<file path="src/rtl/tile_pkg.sv">
// Shared tile definitions: geometry constants, side and dispatch-writer state enums.
package tile_pkg;

    localparam int NV_PER_TILE  = 128;
    localparam int LINES_PER_NV = 4;
    localparam int NV_IDX_W     = 7;

    typedef enum logic {SIDE_LEFT, SIDE_RIGHT} tile_side_e;

    typedef enum logic [1:0] {DW_IDLE, DW_WRITE, DW_DONE} dw_state_e;

    // First tile line of an NV: each NV occupies LINES_PER_NV consecutive lines.
    function automatic logic [NV_IDX_W+1:0] nv_line_base(input logic [NV_IDX_W-1:0] nv);
        return {nv, 2'b00};
    endfunction

endpackage

</file>
<file path="src/rtl/tile_dispatch_writer_if.sv">
// Command + mantissa-line stream into the tile dispatch writer.
// master = L2 dispatch side, slave = tile_dispatch_writer.
interface tile_dispatch_writer_if #(
    parameter int MAN_WIDTH = 256,
    parameter int EXP_WIDTH = 8
);
    import tile_pkg::*;

    logic                    i_cmd_valid;
    logic                    o_cmd_ready;
    tile_side_e              i_cmd_side;
    logic [NV_IDX_W-1:0]     i_cmd_start_nv;
    logic [7:0]              i_cmd_num_nv;

    logic                    i_line_valid;
    logic                    o_line_ready;
    logic [MAN_WIDTH-1:0]    i_line_man;
    logic [EXP_WIDTH-1:0]    i_line_exp;

    modport master (
        output i_cmd_valid, i_cmd_side, i_cmd_start_nv, i_cmd_num_nv,
        output i_line_valid, i_line_man, i_line_exp,
        input  o_cmd_ready, o_line_ready
    );

    modport slave (
        input  i_cmd_valid, i_cmd_side, i_cmd_start_nv, i_cmd_num_nv,
        input  i_line_valid, i_line_man, i_line_exp,
        output o_cmd_ready, o_line_ready
    );

endinterface

</file>
<file path="src/rtl/tile_dispatch_writer.sv">
// Tile write-side driver: turns one dispatch command plus its line stream into
// line-addressed writes on the tile mantissa/exponent write ports.
// Optional macro TILE_DISPATCH_ERR_EN adds a sticky o_err and rejects
// commands that run past the last NV of the tile.
module tile_dispatch_writer
    import tile_pkg::*;
#(
    parameter int MAN_WIDTH  = 256,
    parameter int EXP_WIDTH  = 8,
    parameter int BRAM_DEPTH = 512,
    parameter int ADDR_WIDTH = $clog2(BRAM_DEPTH)
) (
    input  logic                  i_clk,
    input  logic                  i_reset,
    tile_dispatch_writer_if.slave bus,

    output logic [ADDR_WIDTH-1:0] o_man_left_wr_addr,
    output logic                  o_man_left_wr_en,
    output logic [MAN_WIDTH-1:0]  o_man_left_wr_data,
    output logic [ADDR_WIDTH-1:0] o_man_right_wr_addr,
    output logic                  o_man_right_wr_en,
    output logic [MAN_WIDTH-1:0]  o_man_right_wr_data,
    output logic [ADDR_WIDTH-1:0] o_exp_left_wr_addr,
    output logic                  o_exp_left_wr_en,
    output logic [EXP_WIDTH-1:0]  o_exp_left_wr_data,
    output logic [ADDR_WIDTH-1:0] o_exp_right_wr_addr,
    output logic                  o_exp_right_wr_en,
    output logic [EXP_WIDTH-1:0]  o_exp_right_wr_data,

    output logic                  o_busy,
    output logic                  o_done,
`ifdef TILE_DISPATCH_ERR_EN
    output logic                  o_err,
`endif
    output logic [ADDR_WIDTH:0]   o_lines_written
);

    // Line count of a command: 8-bit NV count times four lines per NV.
    localparam int CNT_W = 10;
    localparam int LW_W  = ADDR_WIDTH + 1;

    dw_state_e               state;
    tile_side_e              side_q;
    logic [NV_IDX_W-1:0]     start_nv_q;
    logic [CNT_W-1:0]        total_q;
    logic [CNT_W-1:0]        count_q;
    logic                    cmd_ready_q;

    logic                    cmd_acc;
    logic                    beat_acc;
    logic                    cmd_bad;
    logic [ADDR_WIDTH-1:0]   line_addr;

    assign cmd_acc  = bus.i_cmd_valid && cmd_ready_q;
    // In WRITE the count is always below total: the last beat leaves WRITE.
    assign beat_acc = bus.i_line_valid && (state == DW_WRITE);

    assign bus.o_cmd_ready  = cmd_ready_q;
    assign bus.o_line_ready = (state == DW_WRITE);

    // Address wraps naturally at the tile depth.
    assign line_addr = ADDR_WIDTH'(nv_line_base(start_nv_q)) + ADDR_WIDTH'(count_q);

`ifdef TILE_DISPATCH_ERR_EN
    assign cmd_bad = (({2'b00, bus.i_cmd_start_nv} + {1'b0, bus.i_cmd_num_nv}) > 9'(NV_PER_TILE))
                  || (bus.i_cmd_num_nv > 8'(NV_PER_TILE));
`else
    assign cmd_bad = 1'b0;
`endif

    // Dispatch FSM with registered write strobes, status and handshake ready.
    always_ff @(posedge i_clk) begin
        if (i_reset) begin
            state               <= DW_IDLE;
            side_q              <= SIDE_LEFT;
            start_nv_q          <= '0;
            total_q             <= '0;
            count_q             <= '0;
            cmd_ready_q         <= 1'b1;
            o_busy              <= 1'b0;
            o_done              <= 1'b0;
            o_lines_written     <= '0;
            o_man_left_wr_en    <= 1'b0;
            o_man_right_wr_en   <= 1'b0;
            o_exp_left_wr_en    <= 1'b0;
            o_exp_right_wr_en   <= 1'b0;
            o_man_left_wr_addr  <= '0;
            o_man_right_wr_addr <= '0;
            o_exp_left_wr_addr  <= '0;
            o_exp_right_wr_addr <= '0;
            o_man_left_wr_data  <= '0;
            o_man_right_wr_data <= '0;
            o_exp_left_wr_data  <= '0;
            o_exp_right_wr_data <= '0;
`ifdef TILE_DISPATCH_ERR_EN
            o_err               <= 1'b0;
`endif
        end else begin
            o_man_left_wr_en  <= 1'b0;
            o_man_right_wr_en <= 1'b0;
            o_exp_left_wr_en  <= 1'b0;
            o_exp_right_wr_en <= 1'b0;
            o_done            <= 1'b0;

            case (state)
                DW_IDLE: begin
                    if (cmd_acc) begin
                        side_q          <= bus.i_cmd_side;
                        start_nv_q      <= bus.i_cmd_start_nv;
                        total_q         <= {bus.i_cmd_num_nv, 2'b00};
                        count_q         <= '0;
                        o_lines_written <= '0;
                        cmd_ready_q     <= 1'b0;
                        o_busy          <= 1'b1;
                        if (bus.i_cmd_num_nv == 8'd0 || cmd_bad)
                            state <= DW_DONE;
                        else
                            state <= DW_WRITE;
`ifdef TILE_DISPATCH_ERR_EN
                        if (cmd_bad)
                            o_err <= 1'b1;
`endif
                    end else if (!cmd_ready_q) begin
                        // Reopen for commands only after the done pulse cycle.
                        cmd_ready_q <= 1'b1;
                    end
                end

                DW_WRITE: begin
                    if (beat_acc) begin
                        count_q         <= count_q + CNT_W'(1);
                        o_lines_written <= o_lines_written + LW_W'(1);
                        if (side_q == SIDE_LEFT) begin
                            o_man_left_wr_en   <= 1'b1;
                            o_exp_left_wr_en   <= 1'b1;
                            o_man_left_wr_addr <= line_addr;
                            o_exp_left_wr_addr <= line_addr;
                            o_man_left_wr_data <= bus.i_line_man;
                            o_exp_left_wr_data <= bus.i_line_exp;
                        end else begin
                            o_man_right_wr_en   <= 1'b1;
                            o_exp_right_wr_en   <= 1'b1;
                            o_man_right_wr_addr <= line_addr;
                            o_exp_right_wr_addr <= line_addr;
                            o_man_right_wr_data <= bus.i_line_man;
                            o_exp_right_wr_data <= bus.i_line_exp;
                        end
                        if (count_q == total_q - CNT_W'(1))
                            state <= DW_DONE;
                    end
                end

                DW_DONE: begin
                    o_done <= 1'b1;
                    o_busy <= 1'b0;
                    state  <= DW_IDLE;
                end

                default: state <= DW_IDLE;
            endcase
        end
    end

endmodule

</file>
<file path="src/flat_wrapper.sv">
// flat-port wrapper written by rule: the top's interface ports become plain ports
module tile_dispatch_writer_flat import tile_pkg::*;
#(
    parameter int MAN_WIDTH  = 256,
    parameter int EXP_WIDTH  = 8,
    parameter int BRAM_DEPTH = 512,
    parameter int ADDR_WIDTH = $clog2(BRAM_DEPTH)
)
  (i_clk, i_reset, o_man_left_wr_addr, o_man_left_wr_en, o_man_left_wr_data, o_man_right_wr_addr, o_man_right_wr_en, o_man_right_wr_data, o_exp_left_wr_addr, o_exp_left_wr_en, o_exp_left_wr_data, o_exp_right_wr_addr, o_exp_right_wr_en, o_exp_right_wr_data, o_busy, o_done, o_lines_written, bus_i_cmd_valid, bus_i_cmd_side, bus_i_cmd_start_nv, bus_i_cmd_num_nv, bus_i_line_valid, bus_i_line_man, bus_i_line_exp, bus_o_cmd_ready, bus_o_line_ready);
  tile_dispatch_writer_if #(.MAN_WIDTH(MAN_WIDTH), .EXP_WIDTH(EXP_WIDTH)) bus_i ();
  input  logic i_clk;
  input  logic i_reset;
  output logic [ADDR_WIDTH-1:0] o_man_left_wr_addr;
  output logic o_man_left_wr_en;
  output logic [MAN_WIDTH-1:0] o_man_left_wr_data;
  output logic [ADDR_WIDTH-1:0] o_man_right_wr_addr;
  output logic o_man_right_wr_en;
  output logic [MAN_WIDTH-1:0] o_man_right_wr_data;
  output logic [ADDR_WIDTH-1:0] o_exp_left_wr_addr;
  output logic o_exp_left_wr_en;
  output logic [EXP_WIDTH-1:0] o_exp_left_wr_data;
  output logic [ADDR_WIDTH-1:0] o_exp_right_wr_addr;
  output logic o_exp_right_wr_en;
  output logic [EXP_WIDTH-1:0] o_exp_right_wr_data;
  output logic o_busy;
  output logic o_done;
  output logic [ADDR_WIDTH:0] o_lines_written;
  input wire logic [$bits(bus_i.i_cmd_valid)-1:0] bus_i_cmd_valid;
  input wire logic [$bits(bus_i.i_cmd_side)-1:0] bus_i_cmd_side;
  input wire logic [$bits(bus_i.i_cmd_start_nv)-1:0] bus_i_cmd_start_nv;
  input wire logic [$bits(bus_i.i_cmd_num_nv)-1:0] bus_i_cmd_num_nv;
  input wire logic [$bits(bus_i.i_line_valid)-1:0] bus_i_line_valid;
  input wire logic [$bits(bus_i.i_line_man)-1:0] bus_i_line_man;
  input wire logic [$bits(bus_i.i_line_exp)-1:0] bus_i_line_exp;
  output wire logic [$bits(bus_i.o_cmd_ready)-1:0] bus_o_cmd_ready;
  output wire logic [$bits(bus_i.o_line_ready)-1:0] bus_o_line_ready;
  assign bus_i.i_cmd_valid = bus_i_cmd_valid;
  assign bus_i.i_cmd_side = bus_i_cmd_side;
  assign bus_i.i_cmd_start_nv = bus_i_cmd_start_nv;
  assign bus_i.i_cmd_num_nv = bus_i_cmd_num_nv;
  assign bus_i.i_line_valid = bus_i_line_valid;
  assign bus_i.i_line_man = bus_i_line_man;
  assign bus_i.i_line_exp = bus_i_line_exp;
  assign bus_o_cmd_ready = bus_i.o_cmd_ready;
  assign bus_o_line_ready = bus_i.o_line_ready;
  tile_dispatch_writer #(.MAN_WIDTH(MAN_WIDTH), .EXP_WIDTH(EXP_WIDTH), .BRAM_DEPTH(BRAM_DEPTH), .ADDR_WIDTH(ADDR_WIDTH)) u_core (.i_clk(i_clk), .i_reset(i_reset), .bus(bus_i), .o_man_left_wr_addr(o_man_left_wr_addr), .o_man_left_wr_en(o_man_left_wr_en), .o_man_left_wr_data(o_man_left_wr_data), .o_man_right_wr_addr(o_man_right_wr_addr), .o_man_right_wr_en(o_man_right_wr_en), .o_man_right_wr_data(o_man_right_wr_data), .o_exp_left_wr_addr(o_exp_left_wr_addr), .o_exp_left_wr_en(o_exp_left_wr_en), .o_exp_left_wr_data(o_exp_left_wr_data), .o_exp_right_wr_addr(o_exp_right_wr_addr), .o_exp_right_wr_en(o_exp_right_wr_en), .o_exp_right_wr_data(o_exp_right_wr_data), .o_busy(o_busy), .o_done(o_done), .o_lines_written(o_lines_written));
endmodule
</file>
<file path="config.mk">
export PLATFORM = sky130hd
export DESIGN_NAME = tile_dispatch_writer_flat
export DESIGN_NICKNAME = d
export VERILOG_FILES = /design/src/rtl/tile_pkg.sv /design/src/rtl/tile_dispatch_writer_if.sv /design/src/rtl/tile_dispatch_writer.sv /design/src/flat_wrapper.sv
export SDC_FILE = /design/constraint.sdc
export NUM_CORES = 1
export LEC_CHECK = 0
export ABC_AREA = 1
export BUFFER_PORTS_ARGS = -buffer_cell sky130_fd_sc_hd__buf_2
export CAP_MARGIN = 20
export CORE_AREA = 4 4 333 335
export DETAILED_ROUTE_END_ITERATION = 8
export DIE_AREA = 0 0 337 339
export PLACE_DENSITY = 0.48
export SYNTH_ARGS = -nofsm -noshare
export SYNTH_HDL_FRONTEND = slang
export SYNTH_SLANG_ARGS = --single-unit
</file>
<file path="constraint.sdc">
create_clock -name i_clk -period 4.1 [get_ports i_clk]
set_clock_uncertainty 0.15 [all_clocks]
set_input_delay 0.615 -clock i_clk [delete_from_list [all_inputs] [get_ports i_clk]]
set_output_delay 0.615 -clock i_clk [all_outputs]
set_load 0.03 [all_outputs]
</file>
==> results_dict.tcl, run 1 <==
set metrics [dict create \
    final-setup-viol-count 0 \
    fmax_mhz 403.6 \
    cp_max_fo 28 \
    cts_hold_buf 0 \
    max-slew-margin-rel 0.2903 \
    fillers 11986 \
    synth_top_area_cell "dfxtp_1" \
    startpoint_type "register" \
    via_per_inst 4.202 \
    final_area_sq_um 29210 \
    tightest_slew_ps 1065 \
    cts-root-buf "clkbuf_16" \
    die_w_microns 337 \
    antenna_found_initial 18 \
    syn_nets 3039 \
    post_cts_buffers 0 \
    p_clk_frac 0.340 \
    portBuffers 865 \
    dieArea_sq_um 114200 \
    mostFrequentLayoutCells "nor2_1 (1132), buf_2 (865), dfxtp_1 (589), o21ai_0 (480), o21ai_1 (92)" \
    p_int_mw 12.19 \
    worstPathRequired_ps 4480 \
    rr_worst_depth 6 \
    grt_pass1_vias 20211 \
    timing.setup.tns_ps 0 \
    worstSetupEndpointType "register" \
    drt_iter0_drc 1298 \
    routed-wl-met2_microns 44090 \
    crit_buf_inv 2 \
    grt_usage 0.1527 \
    syn_inst 2745 \
    final_core_util 0.2702 \
    synth_cell_types 29 \
    post_cts_resized 0 \
    ir_worst_vdd_uv 343.2 \
    maxSlewViolCount 0 \
    core-area_sq_um 108100 \
    drtPass1Iterations 8 \
    cts_buffer_depth 3 \
    layout-drive-gt1-share 0.2877 \
    vias 20964 \
    hold_viol_final 0 \
    drt-met1-wl_microns 36970 \
    dieHeight_microns 339 \
    drv_cap 0 \
    top_layer "met5" \
    grt_max_degree 174 \
    p_per_area_nw_per_um2 673.1 \
    seqPwrFrac 0.369 \
    hold_ws_ps 75.71 \
    min-delay-path-class "input pin to register" \
    yosysWarnings 0 \
    swShare 0.3797 \
    power.total_mw 19.66 \
    insertion_delay_ps 610 \
    fin_nets 3804 \
    rrSetupSlack_ps 1620 \
    cts_tree "built" \
    clk_pin_slew_ps 60 \
    ant_nets 0 \
    seq_area_frac_synth 0.5559 \
    path_cells "nor2_1 > nand2_2 > inv_1 > nor2_1 > inv_1 > nor3_1" \
    wire_per_inst_microns 18.38 \
    holdPathStages 3 \
    min_period_ps 2478 \
    io_pins 866 \
    cp.arrival_ps 2860 \
    dpl_cell_area_sq_um 26700 \
    syn_area_sq_um 21210 \
    switchingPower_mw 7.465 \
    drcViolationCount 0 \
    yosysTopAreaCellShare 0.5559 \
    postSynthAreaPerCell_sq_um 7.727 \
    wirelength_microns 91700 \
    start_util 0.1962 \
    cts_buffers 71 \
    p_leak_nw 14.84 \
    layout_commonest_cell "nor2_1" \
    crit_slowest_cell "nor2_1" \
    p_comb_frac 0.291 \
    place_hpwl_microns 65540 \
    htreeDepth 3 \
    synth_seq_cells 589 \
    worst-path-stages 6 \
    fin_crit_sh 0.6043 \
    rsz0062_at_grt "false" \
    grt_pass1_wl_microns 133700 \
    critPathTopFamily "simple AND/OR/NAND/NOR gates" \
    crit_path_max_incr_delay_ps 610 \
    path_class "register to register" \
    outcome "completed" \
    met3_length_microns 7586 \
    syn_to_final_growth_pct 37.69 \
    rows 121 \
    overflow 0 \
    globalplace.congestion 0.8779 \
    clock-sinks 589 \
    yosys-top-cells-area "dfxtp_1 (56%), nor2_1 (20%), o21ai_0 (11%)" \
]
[Yosys cell counts]
| library cell | n |
|---|---|
| o21ai_1 | 92 |
| o21a_1 | 4 |
| inv_2 | 3 |
| nor2_1 | 1132 |
| nand2_1 | 86 |
| dfxtp_1 | 589 |
| nor3_1 | 7 |
| nand2_4 | 2 |
| a31o_2 | 2 |
| nor2_4 | 1 |
| nand3_1 | 27 |
| o211ai_1 | 1 |
| nor2_8 | 2 |
| a21oi_1 | 32 |
| fa_1 | 1 |
| o21ai_0 | 480 |
| nand4_1 | 8 |
| buf_4 | 27 |
| ha_1 | 9 |
| or2_2 | 2 |
| o21bai_1 | 1 |
| inv_1 | 50 |
| nand3b_1 | 1 |
| clkbuf_1 | 85 |
| buf_6 | 10 |
| nand2_2 | 1 |
| buf_2 | 83 |
| xor2_1 | 4 |
| xnor2_1 | 3 |
[logic make-up (layout without fill, tap and decap cells)]
logic type / count (synthesis) / after routing / synth area share
and+or+nand+nor: 1269 / 1269 / 0.2306
AOI/OAI and AO/OA: 612 / 612 / 0.1455
DFF: 589 / 589 / 0.5559
buffers and inverters: 258 / 1079 / 0.05887
adders and majority gates: 10 / 10 / 0.006253
xor gates and xnor gates: 7 / 7 / 0.002890
other: 0 / 9 / 0
[metrics by stage]
stage                     cells  setup WS, ps
after floorplan            2745          2335
after global placement     4851          1350
after detailed placement   4851          1259
after CTS                  4980          1539
after global routing       4987          1329
final                      4989          1622
[tightest hold or removal path: cells and delay by family]
kind / cells / cell delay, ps
buf+inv: 1 / 90
simple gates: 2 / 120
[power by group through the flow]
| stage | logic (mW) | clock network (mW) | registers, mW |
|---|---|---|---|
| after floorplan | 1.92 | 0 | 9.17 |
| after global placement | 5.76 | 0 | 7.35 |
| after detailed placement | 5.76 | 0 | 7.36 |
| after CTS | 5.78 | 6.88 | 7.26 |
| after global routing | 6.17 | 7.12 | 7.38 |
| final | 5.72 | 6.68 | 7.26 |
[path summary, 6_finish.rpt]
path                                    startpoint                             end
worst max-delay path               u_core.state[1]               u_core.count_q[2]
worst min-delay path            bus_i_line_man[87]  u_core.o_man_right_wr_data[87]
worst max register to register     u_core.state[1]               u_core.count_q[2]
worst min register to register       u_core.o_busy                   u_core.o_busy
[routing by layer]
layer	global-route usage	vias to the layer above
met5	0	-
met4	0.05532	12
met3	0.05031	164
met2	0.2574	735
met1	0.1806	9720
li1	-	10333
[registers in the layout, indices dropped and copies added, names as in the netlist, 8 cells and up]
register                    cells
u_core.o_man_right_wr_data    256
u_core.o_exp_right_wr_addr      9
u_core.o_exp_right_wr_data      8
u_core.o_man_left_wr_addr       9
u_core.count_q                 10
u_core.o_exp_left_wr_data       8
u_core.o_lines_written         10
u_core.total_q                  8
u_core.o_man_left_wr_data     256
[final cells by class]
cell class	instances	area, sq um	area share
clock inverter	22	331.6	0.01135
inverter	53	221.5	0.007583
antenna	9	22.52	0.0007711
tap	1414	1769	0.06057
multi-input combinational	1898	8172	0.2798
timing repair buffer	897	4745	0.1624
sequential	589	11790	0.4037
clock buffer	107	2155	0.07377
No activity file was read; power rests on OpenSTA's default activity.
==> run 2: changes to the inputs <==
--- a/config.mk
+++ b/config.mk
@@ -11,7 +11,7 @@
 export CORE_AREA = 4 4 333 335
 export DETAILED_ROUTE_END_ITERATION = 8
 export DIE_AREA = 0 0 337 339
-export PLACE_DENSITY = 0.48
+export PLACE_DENSITY = 0.5
 export SYNTH_ARGS = -nofsm -noshare
 export SYNTH_HDL_FRONTEND = slang
 export SYNTH_SLANG_ARGS = --single-unit
==> constraint.sdc (replaced) <==
create_clock -name i_clk -period 2.2 [get_ports i_clk]
set_clock_uncertainty 0.15 [all_clocks]
set_input_delay 0.33 -clock i_clk [delete_from_list [all_inputs] [get_ports i_clk]]
set_output_delay 0.33 -clock i_clk [all_outputs]
set_load 0.03 [all_outputs]
==> results_dict.tcl, run 2 (synthesis results as in run 1) <==
set metrics [dict create \
    r2r-start "u_core.state[0]" \
    layout-drive-gt1-share 0.2756 \
    use_met2 0.2664 \
    max-slew-margin-rel 0.6826 \
    drt_iter0_drc 1223 \
    start_util 0.1962 \
    grt_max_degree 84 \
    place_hpwl_microns 68080 \
    rrSetupSlack_ps 190 \
    htreeDepth 3 \
    crit_path_max_incr_delay_ps 360 \
    min-delay-path-class "input pin to register" \
    holdPathStages 3 \
    core-area_sq_um 108100 \
    grt_usage 0.1576 \
    ir_worst_vdd_uv 656.8 \
    mostFrequentLayoutCells "nor2_1 (1132), buf_2 (865), dfxtp_1 (589), o21ai_0 (480), dlygate4sd3_1 (282)" \
    hold_ws_ps 102.3 \
    dieHeight_microns 339 \
    fin_nets 4132 \
    hold_viol_final 0 \
    power.total_mw 36.92 \
    maxSlewViolCount 0 \
    globalplace.congestion 0.8750 \
    min_to "u_core.o_done" \
    path_class "register to register" \
    cts-root-buf "clkbuf_16" \
    worstSetupEndpointType "register" \
    met3_usage 0.03379 \
    timing.setup.tns_ps 0 \
    dieArea_sq_um 114200 \
    outcome "completed" \
    clk_pin_slew_ps 60 \
    p_per_area_nw_per_um2 1141 \
    post_cts_buffers 0 \
    r2r_end "u_core.o_man_right_wr_data[48]" \
    clock-sinks 589 \
    insertion_delay_ps 610 \
    die_w_microns 337 \
    crit_slowest_cell "dfxtp_1" \
    grt_pass1_vias 22068 \
    crit_buf_inv 4 \
    critical_path.most_common_cell "nor2_1" \
    min_from "i_reset" \
    use_met1 0.1922 \
    final-setup-viol-count 0 \
    drcViolationCount 0 \
    top_regs "u_core.o_man_left_wr_data x256, u_core.o_man_right_wr_data x256" \
    cts_buffer_depth 3 \
    io_pins 866 \
    syn_to_final_growth_pct 52.47 \
    rows 121 \
    cts_buffers 70 \
    overflow 0 \
    layout_commonest_cell "nor2_1" \
    worstPathRequired_ps 2570 \
    antenna_found_initial 6 \
    busiest_layer "met2" \
    fmax_mhz 498.1 \
    vias 22387 \
    min_period_ps 2008 \
    drtPass1Iterations 5 \
    wirelength_microns 94240 \
    fillers 11654 \
    path_cells "inv_2 > nor2_4 > nand2_4 > nor2_8 > inv_8 > buf_12 > buf_4 > nor2_1 > nor2_1" \
    startpoint_type "register" \
    portBuffers 865 \
    tightest_slew_ps 474.3 \
    wire_per_inst_microns 17.75 \
    rsz0062_at_grt "false" \
    grt_pass1_wl_microns 139700 \
    drv_cap 0 \
    via_per_inst 4.217 \
    cp_max_fo 58 \
    ant_nets 0 \
    rr_worst_depth 9 \
    p_leak_nw 16.24 \
    cp.arrival_ps 2370 \
    fin_crit_sh 0.9126 \
    critPathTopFamily "simple AND/OR/NAND/NOR gates" \
    cts_tree "built" \
]
==> run 2: cell types whose count changed in the layout (fill, tap and decap cells not counted), sizes merged <==
cell / before / now
buf: 897 / 944
diode: 9 / 2
bufinv: 6 / 3
clkbuf: 107 / 104
dlygate4sd3: 0 / 282
clkinvlp: 2 / 1
inv: 55 / 56
clkinv: 12 / 16
==> run 2: how the worst max path moves through the flow <==
stage / start / endpoint / slack, ps / cells past startpoint
final: u_core.state[0] / u_core.o_man_right_wr_data[48] / 190 / 9
after global routing: u_core.state[1] / u_core.count_q[7] / 70 / 9
after CTS: u_core.state[0] / bus_o_line_ready / 110 / 4
after detailed placement: u_core.state[1] / u_core.o_man_left_wr_data[17] / 140 / 7
after global placement: bus_i_line_valid / u_core.o_man_left_wr_data[207] / 180 / 7
after floorplan: u_core.state[0] / u_core.o_man_left_wr_addr[0] / 430 / 9
==> run 2: power by group <==
part	internal, mW	switching, mW	leakage [nW]
Clock	7.05	4.96	1.18
Sequential	12.5	1.01	4.79
Combinational	3.19	8.16	10.3
==> run 2: repair_timing <==
item	4_1_cts	5_1_grt
resized for setup	0	2
endpoints found under the setup margin	0	2
hold buffers	282	0
hold endpoints to repair	548	0
==> run 2: cell type report <==
cell class	instances	area, sq um	share of cell area
sequential	589	11790	0.3646
multi-input combinational	1898	8172	0.2527
timing repair buffer	1226	7995	0.2472
inverter	53	230.2	0.007119
clock buffer	104	2111	0.06527
clock inverter	23	267.8	0.008279
tap	1414	1769	0.05470
antenna	2	5.005	0.0001548
==> run 2: worst min-delay path, cell delays in order <==
cell,delay [ps]
buf_2,170
buf_4,220
nor2_1,100
==> run 2: per-layer routing <==
| layer | up-vias | share of wire |
|---|---|---|
| li1 | 11003 | - |
| met1 | 10390 | 0.42 |
| met2 | 823 | 0.48 |
| met3 | 167 | 0.062 |
| met4 | 4 | 0.041 |
| met5 | - | 0.00022 |
==> run 2: per-stage QoR <==
step	std cells	setup WS, ps	instance area [sq um]	utilization
floorplan	2745	434.8	21210	-
global placement	4898	180.8	27130	0.2509
detailed placement	4898	136.5	27130	0.2509
CTS	5307	109.3	32330	0.2991
global route	5309	69.02	32340	0.2992
finish	5309	192.3	32340	0.2992
